===== src/rtl/alu_seq_if.sv =====
// Operand/command and result/flag bundle between the datapath sequencer and alu_seq.
interface alu_seq_if #(
    parameter int unsigned DATA_WIDTH = 8
);
    logic                  i_start;
    logic [3:0]            i_op;
    logic [DATA_WIDTH-1:0] i_a;
    logic [DATA_WIDTH-1:0] i_b;
    logic                  i_flag_we;
    logic [DATA_WIDTH-1:0] o_c;
    logic                  o_busy;
    logic                  o_done;
    logic                  o_cf;
    logic                  o_zf;
    logic                  o_nf;
    logic                  o_vf;

    modport master (
        output i_start, i_op, i_a, i_b, i_flag_we,
        input  o_c, o_busy, o_done, o_cf, o_zf, o_nf, o_vf
    );

    modport slave (
        input  i_start, i_op, i_a, i_b, i_flag_we,
        output o_c, o_busy, o_done, o_cf, o_zf, o_nf, o_vf
    );
endinterface


===== src/rtl/alu_seq.sv =====
// Multi-function ALU: single-cycle arithmetic/logic/shift ops and an iterative
// shift-add multiply, with registered result and C/Z/N/V flag register.
module alu_seq #(
    parameter int unsigned DATA_WIDTH = 8
) (
    input logic      i_clk,
    input logic      i_rst,
    alu_seq_if.slave bus
);
    localparam int unsigned W    = DATA_WIDTH;
    localparam int unsigned CntW = $clog2(W) + 1;

    typedef enum logic {StIdle, StMul} state_e;

    state_e          state_q, state_d;
    logic [W-1:0]    c_q, c_d;
    logic            cf_q, cf_d, zf_q, zf_d, nf_q, nf_d, vf_q, vf_d;
    logic            busy_q, busy_d, done_q, done_d, we_q, we_d;
    logic [2*W-1:0]  mcand_q, mcand_d, acc_q, acc_d;
    logic [W-1:0]    mplier_q, mplier_d;
    logic [CntW-1:0] cnt_q, cnt_d;

    // Single-cycle datapath
    logic [W-1:0] opb, res;
    logic [W:0]   sum;
    logic         cin, is_sub, is_arith, alu_c, alu_v;

    always_comb begin
        opb      = bus.i_b;
        cin      = 1'b0;
        is_sub   = 1'b0;
        is_arith = 1'b1;
        case (bus.i_op)
            4'd1:    is_sub = 1'b1;
            4'd2:    cin = cf_q;
            4'd3:    begin is_sub = 1'b1; cin = cf_q; end
            4'd10:   opb = W'(1);
            4'd11:   begin opb = W'(1); is_sub = 1'b1; end
            4'd0:    ;
            default: is_arith = 1'b0;
        endcase

        // Bit W of the wide difference is the borrow out.
        if (is_sub) begin
            sum = {1'b0, bus.i_a} - {1'b0, opb} - {{W{1'b0}}, cin};
        end else begin
            sum = {1'b0, bus.i_a} + {1'b0, opb} + {{W{1'b0}}, cin};
        end

        res   = sum[W-1:0];
        alu_c = 1'b0;
        alu_v = 1'b0;
        if (is_arith) begin
            alu_c = sum[W];
            alu_v = ((bus.i_a[W-1] ^ opb[W-1]) == is_sub) && (res[W-1] != bus.i_a[W-1]);
        end else begin
            case (bus.i_op)
                4'd4:    res = bus.i_a & bus.i_b;
                4'd5:    res = bus.i_a | bus.i_b;
                4'd6:    res = bus.i_a ^ bus.i_b;
                4'd7:    res = ~bus.i_a;
                4'd8:    begin res = {bus.i_a[W-2:0], 1'b0}; alu_c = bus.i_a[W-1]; end
                4'd9:    begin res = {1'b0, bus.i_a[W-1:1]}; alu_c = bus.i_a[0]; end
                default: res = bus.i_b;
            endcase
        end
    end

    // Multiply step
    logic [2*W-1:0] acc_step;
    logic           mul_hi;
    assign acc_step = mplier_q[0] ? acc_q + mcand_q : acc_q;
    assign mul_hi   = |acc_step[2*W-1:W];

    always_comb begin
        state_d  = state_q;
        c_d      = c_q;
        cf_d     = cf_q;
        zf_d     = zf_q;
        nf_d     = nf_q;
        vf_d     = vf_q;
        busy_d   = busy_q;
        done_d   = 1'b0;
        we_d     = we_q;
        mcand_d  = mcand_q;
        mplier_d = mplier_q;
        acc_d    = acc_q;
        cnt_d    = cnt_q;

        unique case (state_q)
            StIdle: begin
                if (bus.i_start) begin
                    if (bus.i_op == 4'd12) begin
                        mcand_d  = {{W{1'b0}}, bus.i_a};
                        mplier_d = bus.i_b;
                        acc_d    = '0;
                        cnt_d    = '0;
                        we_d     = bus.i_flag_we;
                        busy_d   = 1'b1;
                        state_d  = StMul;
                    end else begin
                        c_d    = res;
                        done_d = 1'b1;
                        if (bus.i_flag_we) begin
                            cf_d = alu_c;
                            vf_d = alu_v;
                            zf_d = (res == '0);
                            nf_d = res[W-1];
                        end
                    end
                end
            end
            StMul: begin
                acc_d    = acc_step;
                mcand_d  = mcand_q << 1;
                mplier_d = mplier_q >> 1;
                cnt_d    = cnt_q + 1'b1;
                if (cnt_q == CntW'(W - 1)) begin
                    c_d     = acc_step[W-1:0];
                    busy_d  = 1'b0;
                    done_d  = 1'b1;
                    state_d = StIdle;
                    if (we_q) begin
                        cf_d = mul_hi;
                        vf_d = mul_hi;
                        zf_d = (acc_step[W-1:0] == '0);
                        nf_d = acc_step[W-1];
                    end
                end
            end
            default: state_d = StIdle;
        endcase
    end

    always_ff @(posedge i_clk or posedge i_rst) begin
        if (i_rst) begin
            state_q  <= StIdle;
            c_q      <= '0;
            cf_q     <= 1'b0;
            zf_q     <= 1'b0;
            nf_q     <= 1'b0;
            vf_q     <= 1'b0;
            busy_q   <= 1'b0;
            done_q   <= 1'b0;
            we_q     <= 1'b0;
            mcand_q  <= '0;
            mplier_q <= '0;
            acc_q    <= '0;
            cnt_q    <= '0;
        end else begin
            state_q  <= state_d;
            c_q      <= c_d;
            cf_q     <= cf_d;
            zf_q     <= zf_d;
            nf_q     <= nf_d;
            vf_q     <= vf_d;
            busy_q   <= busy_d;
            done_q   <= done_d;
            we_q     <= we_d;
            mcand_q  <= mcand_d;
            mplier_q <= mplier_d;
            acc_q    <= acc_d;
            cnt_q    <= cnt_d;
        end
    end

    assign bus.o_c    = c_q;
    assign bus.o_cf   = cf_q;
    assign bus.o_zf   = zf_q;
    assign bus.o_nf   = nf_q;
    assign bus.o_vf   = vf_q;
    assign bus.o_busy = busy_q;
    assign bus.o_done = done_q;
endmodule


===== src/flat_wrapper.sv =====
// flat-port wrapper written by rule: the top's interface ports become plain ports
module alu_seq_flat 
#(
    parameter int unsigned DATA_WIDTH = 8
)
  (i_clk, i_rst, bus_i_start, bus_i_op, bus_i_a, bus_i_b, bus_i_flag_we, bus_o_c, bus_o_busy, bus_o_done, bus_o_cf, bus_o_zf, bus_o_nf, bus_o_vf);
  alu_seq_if #(.DATA_WIDTH(DATA_WIDTH)) bus_i ();
  input logic i_clk;
  input logic i_rst;
  input wire logic [$bits(bus_i.i_start)-1:0] bus_i_start;
  input wire logic [$bits(bus_i.i_op)-1:0] bus_i_op;
  input wire logic [$bits(bus_i.i_a)-1:0] bus_i_a;
  input wire logic [$bits(bus_i.i_b)-1:0] bus_i_b;
  input wire logic [$bits(bus_i.i_flag_we)-1:0] bus_i_flag_we;
  output wire logic [$bits(bus_i.o_c)-1:0] bus_o_c;
  output wire logic [$bits(bus_i.o_busy)-1:0] bus_o_busy;
  output wire logic [$bits(bus_i.o_done)-1:0] bus_o_done;
  output wire logic [$bits(bus_i.o_cf)-1:0] bus_o_cf;
  output wire logic [$bits(bus_i.o_zf)-1:0] bus_o_zf;
  output wire logic [$bits(bus_i.o_nf)-1:0] bus_o_nf;
  output wire logic [$bits(bus_i.o_vf)-1:0] bus_o_vf;
  assign bus_i.i_start = bus_i_start;
  assign bus_i.i_op = bus_i_op;
  assign bus_i.i_a = bus_i_a;
  assign bus_i.i_b = bus_i_b;
  assign bus_i.i_flag_we = bus_i_flag_we;
  assign bus_o_c = bus_i.o_c;
  assign bus_o_busy = bus_i.o_busy;
  assign bus_o_done = bus_i.o_done;
  assign bus_o_cf = bus_i.o_cf;
  assign bus_o_zf = bus_i.o_zf;
  assign bus_o_nf = bus_i.o_nf;
  assign bus_o_vf = bus_i.o_vf;
  alu_seq #(.DATA_WIDTH(DATA_WIDTH)) u_core (.i_clk(i_clk), .i_rst(i_rst), .bus(bus_i));
endmodule

===== config.mk =====
export PLATFORM = sky130hd
export DESIGN_NAME = alu_seq_flat
export DESIGN_NICKNAME = d
export VERILOG_FILES = /design/src/rtl/alu_seq_if.sv /design/src/rtl/alu_seq.sv /design/src/flat_wrapper.sv
export SDC_FILE = /design/constraint.sdc
export NUM_CORES = 1
export LEC_CHECK = 0
export CORE_MARGIN = 1.5
export CORE_UTILIZATION = 45
export CTS_BUF_LIST = sky130_fd_sc_hd__clkbuf_8 sky130_fd_sc_hd__clkbuf_16
export DETAILED_ROUTE_END_ITERATION = 6
export MAX_ROUTING_LAYER = met4
export PLACE_DENSITY_LB_ADDON = 0.2
export SLEW_MARGIN = 10
export SYNTH_ARGS = -nofsm -noshare
export SYNTH_HDL_FRONTEND = slang
export SYNTH_SLANG_ARGS = --single-unit

===== constraint.sdc =====
create_clock -name i_clk -period 3.6 [get_ports i_clk]
set_input_delay 0.72 -clock i_clk [delete_from_list [all_inputs] [get_ports i_clk]]
set_output_delay 0.72 -clock i_clk [all_outputs]
set_load 0.02 [all_outputs]

==> results.sh, run 1 <==
export IMPL_p_seq_share_pct=27.6
export IMPL_cts_max_level=3
export IMPL_cts_sinks=60
export IMPL_path_clk_slew_ns=0.06
export IMPL_r2r_start="u_core.mcand_q[0]"
export IMPL_final_max_slew_viol_count=0
export IMPL_routed_via_density=5.961
export IMPL_dieHeight_um=112.4
export IMPL_cts_tree="yes"
export IMPL_initial_core_util_pct=46.56
export IMPL_setup_tns_ns=0
export IMPL_die_w_um=112.4
export IMPL_dp_cells=908
export IMPL_stdcell_count=925
export IMPL_status="complete, but fails checks"
export IMPL_netlist_area_um2=5385
export IMPL_cts_made_buffers=9
export IMPL_place_congestion=0.9788
export IMPL_drive_above_1_share_pct=16.37
export IMPL_grt_ovfl_total=0
export IMPL_syn_inst=683
export IMPL_io_pins=38
export IMPL_post_dp_hpwl_um=13000
export IMPL_nets=859
export IMPL_p_sw_share_pct=43.54
export IMPL_timing_final_crit_share_pct=96.08
export IMPL_tightest_slew_ns=0.7952
export IMPL_p_int_mw=2.301
export IMPL_cap_violations=0
export IMPL_hold_ws_ns=0.4919
export IMPL_ys_seq_area_share_pct=27.88
export IMPL_cp_arrival_ns=3.71
export IMPL_drc_errors=4
export IMPL_final_hold_viol_count=0
export IMPL_area_delta_synth_final_pct=26.74
export IMPL_firstDrtPassIters=7
export IMPL_combPwrFrac_pct=50.6
export IMPL_coreArea_um2=11560
export IMPL_dieArea_um2=12630
export IMPL_critPathLaunchType="input pin"
export IMPL_synth_ff_type="dfrtp_1"
export IMPL_critPathRequiredTime_ns=3.85
export IMPL_vdd_drop_max_uv=301.6
export IMPL_switchingPower_mw=1.775
export IMPL_path_max_fanout=3
export IMPL_crit_end="u_core.bus.o_zf"
export IMPL_worst_setup_path_type="in -> reg"
export IMPL_async_flop_share_pct=100.0
export IMPL_antennaDiodeCount=0
export IMPL_cts_max_path_buffers=2
export IMPL_violations="design-rule violations"
export IMPL_pwr_share_clk_pct=21.8
export IMPL_max_slew_margin_pct=46.31
export IMPL_ff2ff_setup_slack_ns=0.37
export IMPL_endpoint_kind="register"
export IMPL_min_period_ns=3.459
export IMPL_grt_pass1_wl_um=27440
export IMPL_r2r_end="u_core.bus.o_cf"
export IMPL_num_vias=5514
export IMPL_io_buffer_count=37
export IMPL_ant_nets=0
export IMPL_synth_seq_cells=60
export IMPL_rr_worst_depth=9
export IMPL_postSynthAreaPerCell_um2=7.885
export IMPL_p_leak_nw=3.119
export IMPL_synthDistinctLibCells=72
export IMPL_drt_iter0_markers=413
export IMPL_fmax_mhz=289.1
export IMPL_wl_per_cell_um=18.19
export IMPL_insertion_delay_ns=0.33
export IMPL_synth_edf_count=0
export IMPL_wl_um=16830
export IMPL_ys_warn_count=0
export IMPL_finalSetupViolCount=0
export IMPL_syn_nets=765
export IMPL_antenna_found_initial=0
export IMPL_cp_startpoint="bus_i_a[0]"
export IMPL_hp_class="reg -> reg"
export IMPL_fin_util_pct=59.02
export IMPL_fin_skew_ns=0.006870
export IMPL_rsz0062_at_grt="no"
export IMPL_track_usage_pct=28.36
export IMPL_row_count=39
export IMPL_grt_max_degree=75
export IMPL_root_buffer="clkbuf_16"
export IMPL_power_per_cell_area_nw_per_um2=597.2
export IMPL_grt_pass1_vias=5366
==> stage by stage <==
stage                     setup WS [ns]  total power [mW]  instance area (µm²)
after floorplan                 0.01078             2.433                 5410
after global placement          -0.4067             3.071                 6404
after detailed placement        -0.4259             3.139                 6404
after CTS                       0.01116             4.050                 6720
after global routing           0.008734             4.372                 6825
final                            0.1409             4.076                 6825
==> logic make-up (layout without fill, tap and decap cells) <==
| logic type | count (synthesis) | in the layout | synth area share, % |
|---|---|---|---|
| simple gates | 245 | 245 | 21.24 |
| flops | 60 | 60 | 27.88 |
| compound gates | 206 | 206 | 24.74 |
| buf+inv | 77 | 176 | 5.483 |
| fa+ha+maj | 58 | 58 | 14.17 |
| mux | 17 | 17 | 3.229 |
| xor+xnor | 20 | 20 | 3.253 |
==> Yosys cell counts, types with 6 or more instances <==
master	number	share of area [%]
o21ai_0	56	5.2
inv_1	41	2.9
nor3_1	15	1.4
a21oi_1	61	5.7
ha_1	53	12
nand2_1	98	6.8
nor2_1	56	3.9
nor2b_1	12	1.4
xor2_1	6	0.98
a31oi_1	10	1.2
buf_1	8	0.56
nand2b_1	12	1.4
mux2i_1	14	2.6
nand3_1	16	1.5
dfrtp_1	60	28
xnor2_1	14	2.3
clkbuf_1	21	1.5
nand4_1	9	1.0
==> area by class of cell <==
class                   instances  area (µm²)
fillers                      1060        4740
multi-input cells             546        3687
clock inverters                 7       81.33
well taps                     143       178.9
inverters                      43       161.4
flip-flops and latches         60        1503
repair buffers                117       988.4
clock buffers                   9       225.2
==> metal layers <==
metal	track usage, %	share of wire [%]	up-vias
li1	-	-	2656
met1	36.18	45	2667
met2	46.34	48	164
met3	3.942	4.9	27
met4	10.04	2.0	0
met5	-	0	-
==> registers in the layout, summed over array words and instances, names as in the netlist <==
signal	cells
u_core.acc_q	16
u_core.mcand_q	16
u_core.bus.o_c	8
u_core.mplier_q	8
u_core.cnt_q	4
u_core.bus.o_busy	1
u_core.bus.o_cf	1
u_core.bus.o_done	1
u_core.bus.o_nf	1
u_core.bus.o_vf	1
u_core.bus.o_zf	1
u_core.state_q	1
u_core.we_q	1
==> worst min-delay path by stage <==
stage	from	endpoint	cells after the start
floorplan	u_core.mplier_q[7]	u_core.mplier_q[6]	2
global placement	u_core.mplier_q[2]	u_core.mplier_q[1]	2
detailed placement	u_core.mplier_q[7]	u_core.mplier_q[6]	2
CTS	u_core.mplier_q[7]	u_core.mplier_q[6]	2
global route	u_core.bus.o_c[4]	u_core.bus.o_c[4]	1
finish	u_core.mplier_q[7]	u_core.mplier_q[6]	2
==> power by group through the flow <==
stage | clock network, mW | registers, mW | logic (mW)
6_report | 0.888 | 1.13 | 2.06
5_1_grt | 0.937 | 1.16 | 2.28
4_1_cts | 0.906 | 1.12 | 2.02
3_5_place_dp | 0 | 1.13 | 2.01
3_3_place_gp | 0 | 1.12 | 1.96
2_1_floorplan | 0 | 1.15 | 1.29
==> cells in the final DEF (no fill, tap or decap), types with 5 or more instances in the layout <==
| cell type | synthesis | layout |
|---|---|---|
| a21oi_1 | 61 | 61 |
| a221oi_1 | 5 | 5 |
| a31oi_1 | 10 | 10 |
| buf_4 | 0 | 78 |
| clkbuf_16 | 0 | 9 |
| clkdlybuf4s50_1 | 0 | 33 |
| dfrtp_1 | 60 | 59 |
| ha_1 | 53 | 50 |
| inv_1 | 41 | 39 |
| mux2i_1 | 14 | 14 |
| nand2_1 | 98 | 96 |
| nand2b_1 | 12 | 11 |
| nand3_1 | 16 | 16 |
| nand4_1 | 9 | 9 |
| nor2_1 | 56 | 56 |
| nor2b_1 | 12 | 11 |
| nor3_1 | 15 | 13 |
| o21ai_0 | 56 | 56 |
| o311ai_0 | 5 | 5 |
| xnor2_1 | 14 | 14 |
| xor2_1 | 6 | 6 |
==> worst max-delay path, stage by stage <==
cell	delay, ns
clkdlybuf4s50_1	0.47
inv_1	0.11
fa_2	0.44
fa_2	0.44
nor3_4	0.21
o311a_1	0.23
nor3_1	0.06
or3_1	0.30
a211o_1	0.34
a211o_1	0.28
o21ai_1	0.12
==> repair_timing <==
action / in CTS / in global routing
gates cloned: 0 / 0
resized for setup: 2 / 23
buffers inserted: 0 / 1
pin swaps: 0 / 10
endpoints found under the setup margin: 3 / 8
hold buffers: 0 / 0
No activity file was read; power rests on OpenSTA's default activity.
==> run 2: changes to the inputs <==
CELL_PAD_IN_SITES_DETAIL_PLACEMENT = 0   (was unset)
CELL_PAD_IN_SITES_GLOBAL_PLACEMENT = 1   (was unset)
==> run 2 against run 1 <==
- the flow still finishes with violations (design-rule violations)
- die area stayed put
- cell count is 0.22% higher
- wire length is 2.4% lower
- cell area is 0.48% higher
- register-to-register slack hardly changed
- worst setup slack worse by 0.023 ns
- core utilization is 0.28 points higher
==> results.sh, run 2 (same netlist as run 1, synthesis figures left out) <==
export IMPL_status="complete, but fails checks"
export IMPL_violations="design-rule violations"
export IMPL_seq_area_um2=1503
export IMPL_grt_pass1_vias=5274
export IMPL_row_count=39
export IMPL_endpoint_kind="register"
export IMPL_hp_class="reg -> reg"
export IMPL_max_slew_margin_pct=34.73
export IMPL_final_hold_viol_count=0
export IMPL_multiInputGateArea_um2=3689
export IMPL_final_cell_mix="nand2_1 (98), buf_4 (79), a21oi_1 (61)"
export IMPL_fin_util_pct=59.30
export IMPL_io_pins=38
export IMPL_wl_per_cell_um=17.72
export IMPL_track_usage_pct=27.88
export IMPL_pre_cts_ws_ns=-0.4422
export IMPL_final_cell_area_um2=6858
export IMPL_dp_cells=908
export IMPL_timing_final_ws_setup_ns=0.1180
export IMPL_firstDrtPassIters=7
export IMPL_worst_setup_path_type="in -> reg"
export IMPL_total_power_mw=4.114
export IMPL_cts_tree="yes"
export IMPL_initial_core_util_pct=46.56
export IMPL_critPathLaunchType="input pin"
export IMPL_num_vias=5510
export IMPL_vdd_drop_max_uv=269.7
export IMPL_stdcell_count=927
export IMPL_die_w_um=112.4
export IMPL_fmax_mhz=287.2
export IMPL_cts_max_path_buffers=2
export IMPL_dieArea_um2=12630
export IMPL_critPathRequiredTime_ns=3.85
export IMPL_path_clk_slew_ns=0.06
export IMPL_fillers=1076
export IMPL_drc_errors=3
export IMPL_root_buffer="clkbuf_16"
export IMPL_wl_um=16430
export IMPL_antenna_found_initial=0
export IMPL_timing_final_crit_share_pct=96.72
export IMPL_dieHeight_um=112.4
export IMPL_setup_tns_ns=0
export IMPL_insertion_delay_ns=0.33
export IMPL_reg_top3="u_core.acc_q (16), u_core.mcand_q (16)"
export IMPL_nets=861
export IMPL_cap_violations=0
export IMPL_drt_iter0_markers=480
export IMPL_cp_arrival_ns=3.73
export IMPL_path_max_fanout=3
export IMPL_ant_nets=0
export IMPL_finalSetupViolCount=0
export IMPL_min_period_ns=3.482
export IMPL_fin_skew_ns=0.01015
export IMPL_final_common_cell="nand2_1"
export IMPL_place_congestion=0.9395
export IMPL_antennaDiodeCount=0
export IMPL_cts_made_buffers=9
export IMPL_io_buffer_count=37
export IMPL_post_dp_hpwl_um=12550
export IMPL_cts_sinks=60
export IMPL_dpl_instance_area_um2=6404
export IMPL_routed_via_density=5.944
export IMPL_coreArea_um2=11560
export IMPL_area_delta_synth_final_pct=27.35
export IMPL_grt_max_degree=63
export IMPL_power_per_cell_area_nw_per_um2=599.9
export IMPL_hold_ws_ns=0.4814
export IMPL_tightest_slew_ns=0.9668
export IMPL_grt_ovfl_total=0
export IMPL_cts_max_level=3
export IMPL_drive_above_1_share_pct=16.33
export IMPL_grt_pass1_wl_um=27190
export IMPL_final_max_slew_viol_count=0
export IMPL_p_leak_nw=3.115
==> run 2: timing repair <==
action | in CTS | in global routing
hold buffers | 0 | 0
buffers inserted | 1 | 2
cloned | 0 | 0
pin swaps | 4 | 5
endpoints found under the setup margin | 3 | 8
gates resized for setup | 8 | 14
==> run 2: cell type report <==
type	count	share of cell area, %
Multi-Input combinational cell	546	53.79
Sequential cell	60	21.91
Timing Repair Buffer	119	14.61
Clock buffer	9	3.284
Tap cell	143	2.609
Inverter	43	2.354
Clock inverter	7	1.441
==> run 2: worst paths after layout <==
path,start,endpoint,slack [ns],depth (start not counted)
setup / recovery,bus_i_op[1],u_core.bus.o_zf,0.12,14
hold / removal,u_core.mplier_q[7],u_core.mplier_q[6],0.48,2
setup reg to reg,u_core.mcand_q[0],u_core.bus.o_vf,0.36,9
hold reg to reg,u_core.mplier_q[7],u_core.mplier_q[6],0.48,2
max in group asynchronous,i_rst,u_core.state_q,2.09,3
min in group asynchronous,i_rst,u_core.bus.o_c[3],0.93,3
==> run 2: where the power goes <==
group | switching, mW | leakage, nW | internal [mW]
sequential | 0.222 | 0.782 | 0.920
combinational | 1.18 | 2.18 | 0.849
clock | 0.331 | 0.156 | 0.609
==> run 2: worst max-delay path, cell delays in order <==
cell             delay [ns]
clkdlybuf4s50_1        0.52
nand4_1                0.14
inv_1                  0.11
fa_1                   0.17
inv_1                  0.06
fa_1                   0.40
nand2b_2               0.25
a2111oi_4              0.32
buf_4                  0.17
or3_1                  0.10
a31oi_1                0.09
a211o_1                0.33
a211o_1                0.23
o21ai_1                0.12
==> run 2: layer usage <==
layer	track usage, %	wire length [µm]	vias up
met2	43.15	7577	178
met1	38.57	7776	2665
met5	-	0	-
li1	-	-	2647
met3	4.482	871	20
met4	6.582	201	0
==> variant (config.mk and constraints of run 1) <==
Take the reset off `c_q` and load it in a clocked block of its own.
--- a/src/rtl/alu_seq.sv
+++ b/src/rtl/alu_seq.sv
@@ -137,3 +137,2 @@
             state_q  <= StIdle;
-            c_q      <= '0;
             cf_q     <= 1'b0;
@@ -151,3 +150,2 @@
             state_q  <= state_d;
-            c_q      <= c_d;
             cf_q     <= cf_d;
@@ -166,2 +164,6 @@
 
+    always_ff @(posedge i_clk) begin
+        c_q <= c_d;
+    end
+
     assign bus.o_c    = c_q;
Check against the original RTL: not equivalent (Yosys sat finds a counterexample within 4 cycles, from zero or initial values and one cycle with i_rst high).
==> variant against run 1 <==
  * Cell area rose by 0.20%
  * Routed wire length fell by 8.6%
  * Sequential cell count did not move
  * Critical path depth rose by 2
  * Die area fell by 0.29%
  * Area after synthesis fell by 0.30%
  * Total power rose by 2.5%
  * Maximum frequency fell by 0.93%
  * Setup slack got worse by 33 ps
==> variant: results (changes against run 1) <==
hold_sp=u_core.mplier_q[1]$_DFFE_PP0P_; Final HPWL DP=11,800 um (-9.5%); vias in the first global route=5,112 (-4.7%); outcome=finished, final reports clean; Final Net Count=840 (-2.2%); Max VDD drop=0.000269 V (-11%); critical path peak fanout=13 (+10); Placed Area=6370 sq um (-0.53%); drt pass-1 iters=5 (-2); number of fill cells=1,055 (-0.47%); layout cells sized above 1=17.8% (+1.5 points); largest net degree at the start of global routing=43 (-43%); drt wl/cell=17.0 um (-6.7%); cells after synthesis=665 (-2.6%); Routability Congestion=0.916 (-6.5%); Synth cell types=69 (-4.2%); top cells by count, synth=nand2_1 (99), o21ai_0 (63), a21oi_1 (60); Vias/cell=5.70 (-4.4%); post-synth net total=747 (-2.4%); final cell count without fillers=906 (-2.1%); Leak=0.00312 uW (+0.16%); antenna diode count=0 (unchanged); ys async rst share=86.7% (-13 points); first-pass GRT wire length=25,100 um (-8.4%); CP arrival=3700 ps (about the same); register area share after synthesis=28.7% (+0.83 points); clock skew=4.95 ps (-1.92 ps); Inst Count DP=890 (-2.0%); Reg-to-Reg Start=u_core.acc_q[0]$_DFFE_PP0P_; gr usage total=25.8% (-2.5 points)
-- variant: cell count changes after synthesis, sizes merged, moves of 5 or more --
cell    delta
a31oi      -5
a211oi     +5
nand3      -5
nand4      -5
edfxtp     +8
o21ai     +10
o311ai     -5
nor2b      -6
dfrtp      -8
mux2i      +7
-- variant: logic make-up (layout without fill, tap and decap cells) --
logic type               count (synthesis)  count (layout)  synth area share (%)
buffers and inverters                   75             173                  5.48
AO/OA/AOI/OAI                          207             207                  24.7
flip-flops                              60              60                  28.7
AND/OR/NAND/NOR                        215             215                  17.9
adder cells (fa/ha/maj)                 58              58                  14.2
XOR/XNOR                                22              22                  3.59
multiplexers                            28              28                  5.38
-- variant: stage by stage --
stage / setup WS [ps] / util, % / hold slack (ps)
detailed placement: -532 / 55.3 / 480
floorplan: 11.2 / - / 450
finish: 108 / 59.4 / 496
CTS: 0.723 / 58.8 / 496
global placement: -405 / 55.3 / 463
global route: 20.2 / 59.4 / 520
-- variant: layout make-up --
type | instances | area share [%]
multi-input combinational | 530 | 53.0
sequential | 60 | 22.6
timing repair buffer | 115 | 14.2
clock buffer | 10 | 3.66
tap | 143 | 2.62
inverter | 42 | 2.31
clock inverter | 6 | 1.70
-- variant: timing repair --
item / CTS / global route
cloned: 0 / 0
endpoints found under the setup margin: 5 / 6
resized for setup: 7 / 16
pin swaps: 1 / 3
-- variant: worst paths after layout --
kind                                                       end  slack, ps  cells past startpoint
worst max-delay path               u_core.bus.o_vf$_DFFE_PP0P_        110                     13
worst min-delay path            u_core.mplier_q[0]$_DFFE_PP0P_        500                      2
worst max register to register     u_core.bus.o_cf$_DFFE_PP0P_        270                     10
worst min register to register  u_core.mplier_q[0]$_DFFE_PP0P_        500                      2
max in group asynchronous          u_core.bus.o_cf$_DFFE_PP0P_       2230                      3
min in group asynchronous       u_core.mplier_q[4]$_DFFE_PP0P_        690                      2
-- variant: per-layer routing --
| layer | routed length, um | global-route usage [%] | vias up |
|---|---|---|---|
| met4 | 303 | 9.28 | 0 |
| met3 | 659 | 3.94 | 26 |
| met5 | 0 | - | - |
| li1 | - | - | 2557 |
| met2 | 7720 | 44.5 | 131 |
| met1 | 6700 | 30.8 | 2448 |
-- variant: critical path, stage by stage --
cell and delay [ps]:
clkdlybuf4s50_1 540, buf_6 190, a21oi_1 110, ha_1 350, inv_2 50, ha_1 250, a2111o_1 420, a2bb2oi_2 150
mux2i_1 150, a31oi_1 170, mux2_2 350, a22oi_1 160, nand2_1 60
-- variant: power groups by stage --
stage | combinational (uW) | sequential [uW] | clock [uW]
3_3_place_gp | 1810 | 1230 | 0
2_1_floorplan | 1330 | 1170 | 0
4_1_cts | 1880 | 1230 | 1070
6_report | 1900 | 1230 | 1050
3_5_place_dp | 1860 | 1240 | 0
5_1_grt | 2110 | 1270 | 1090
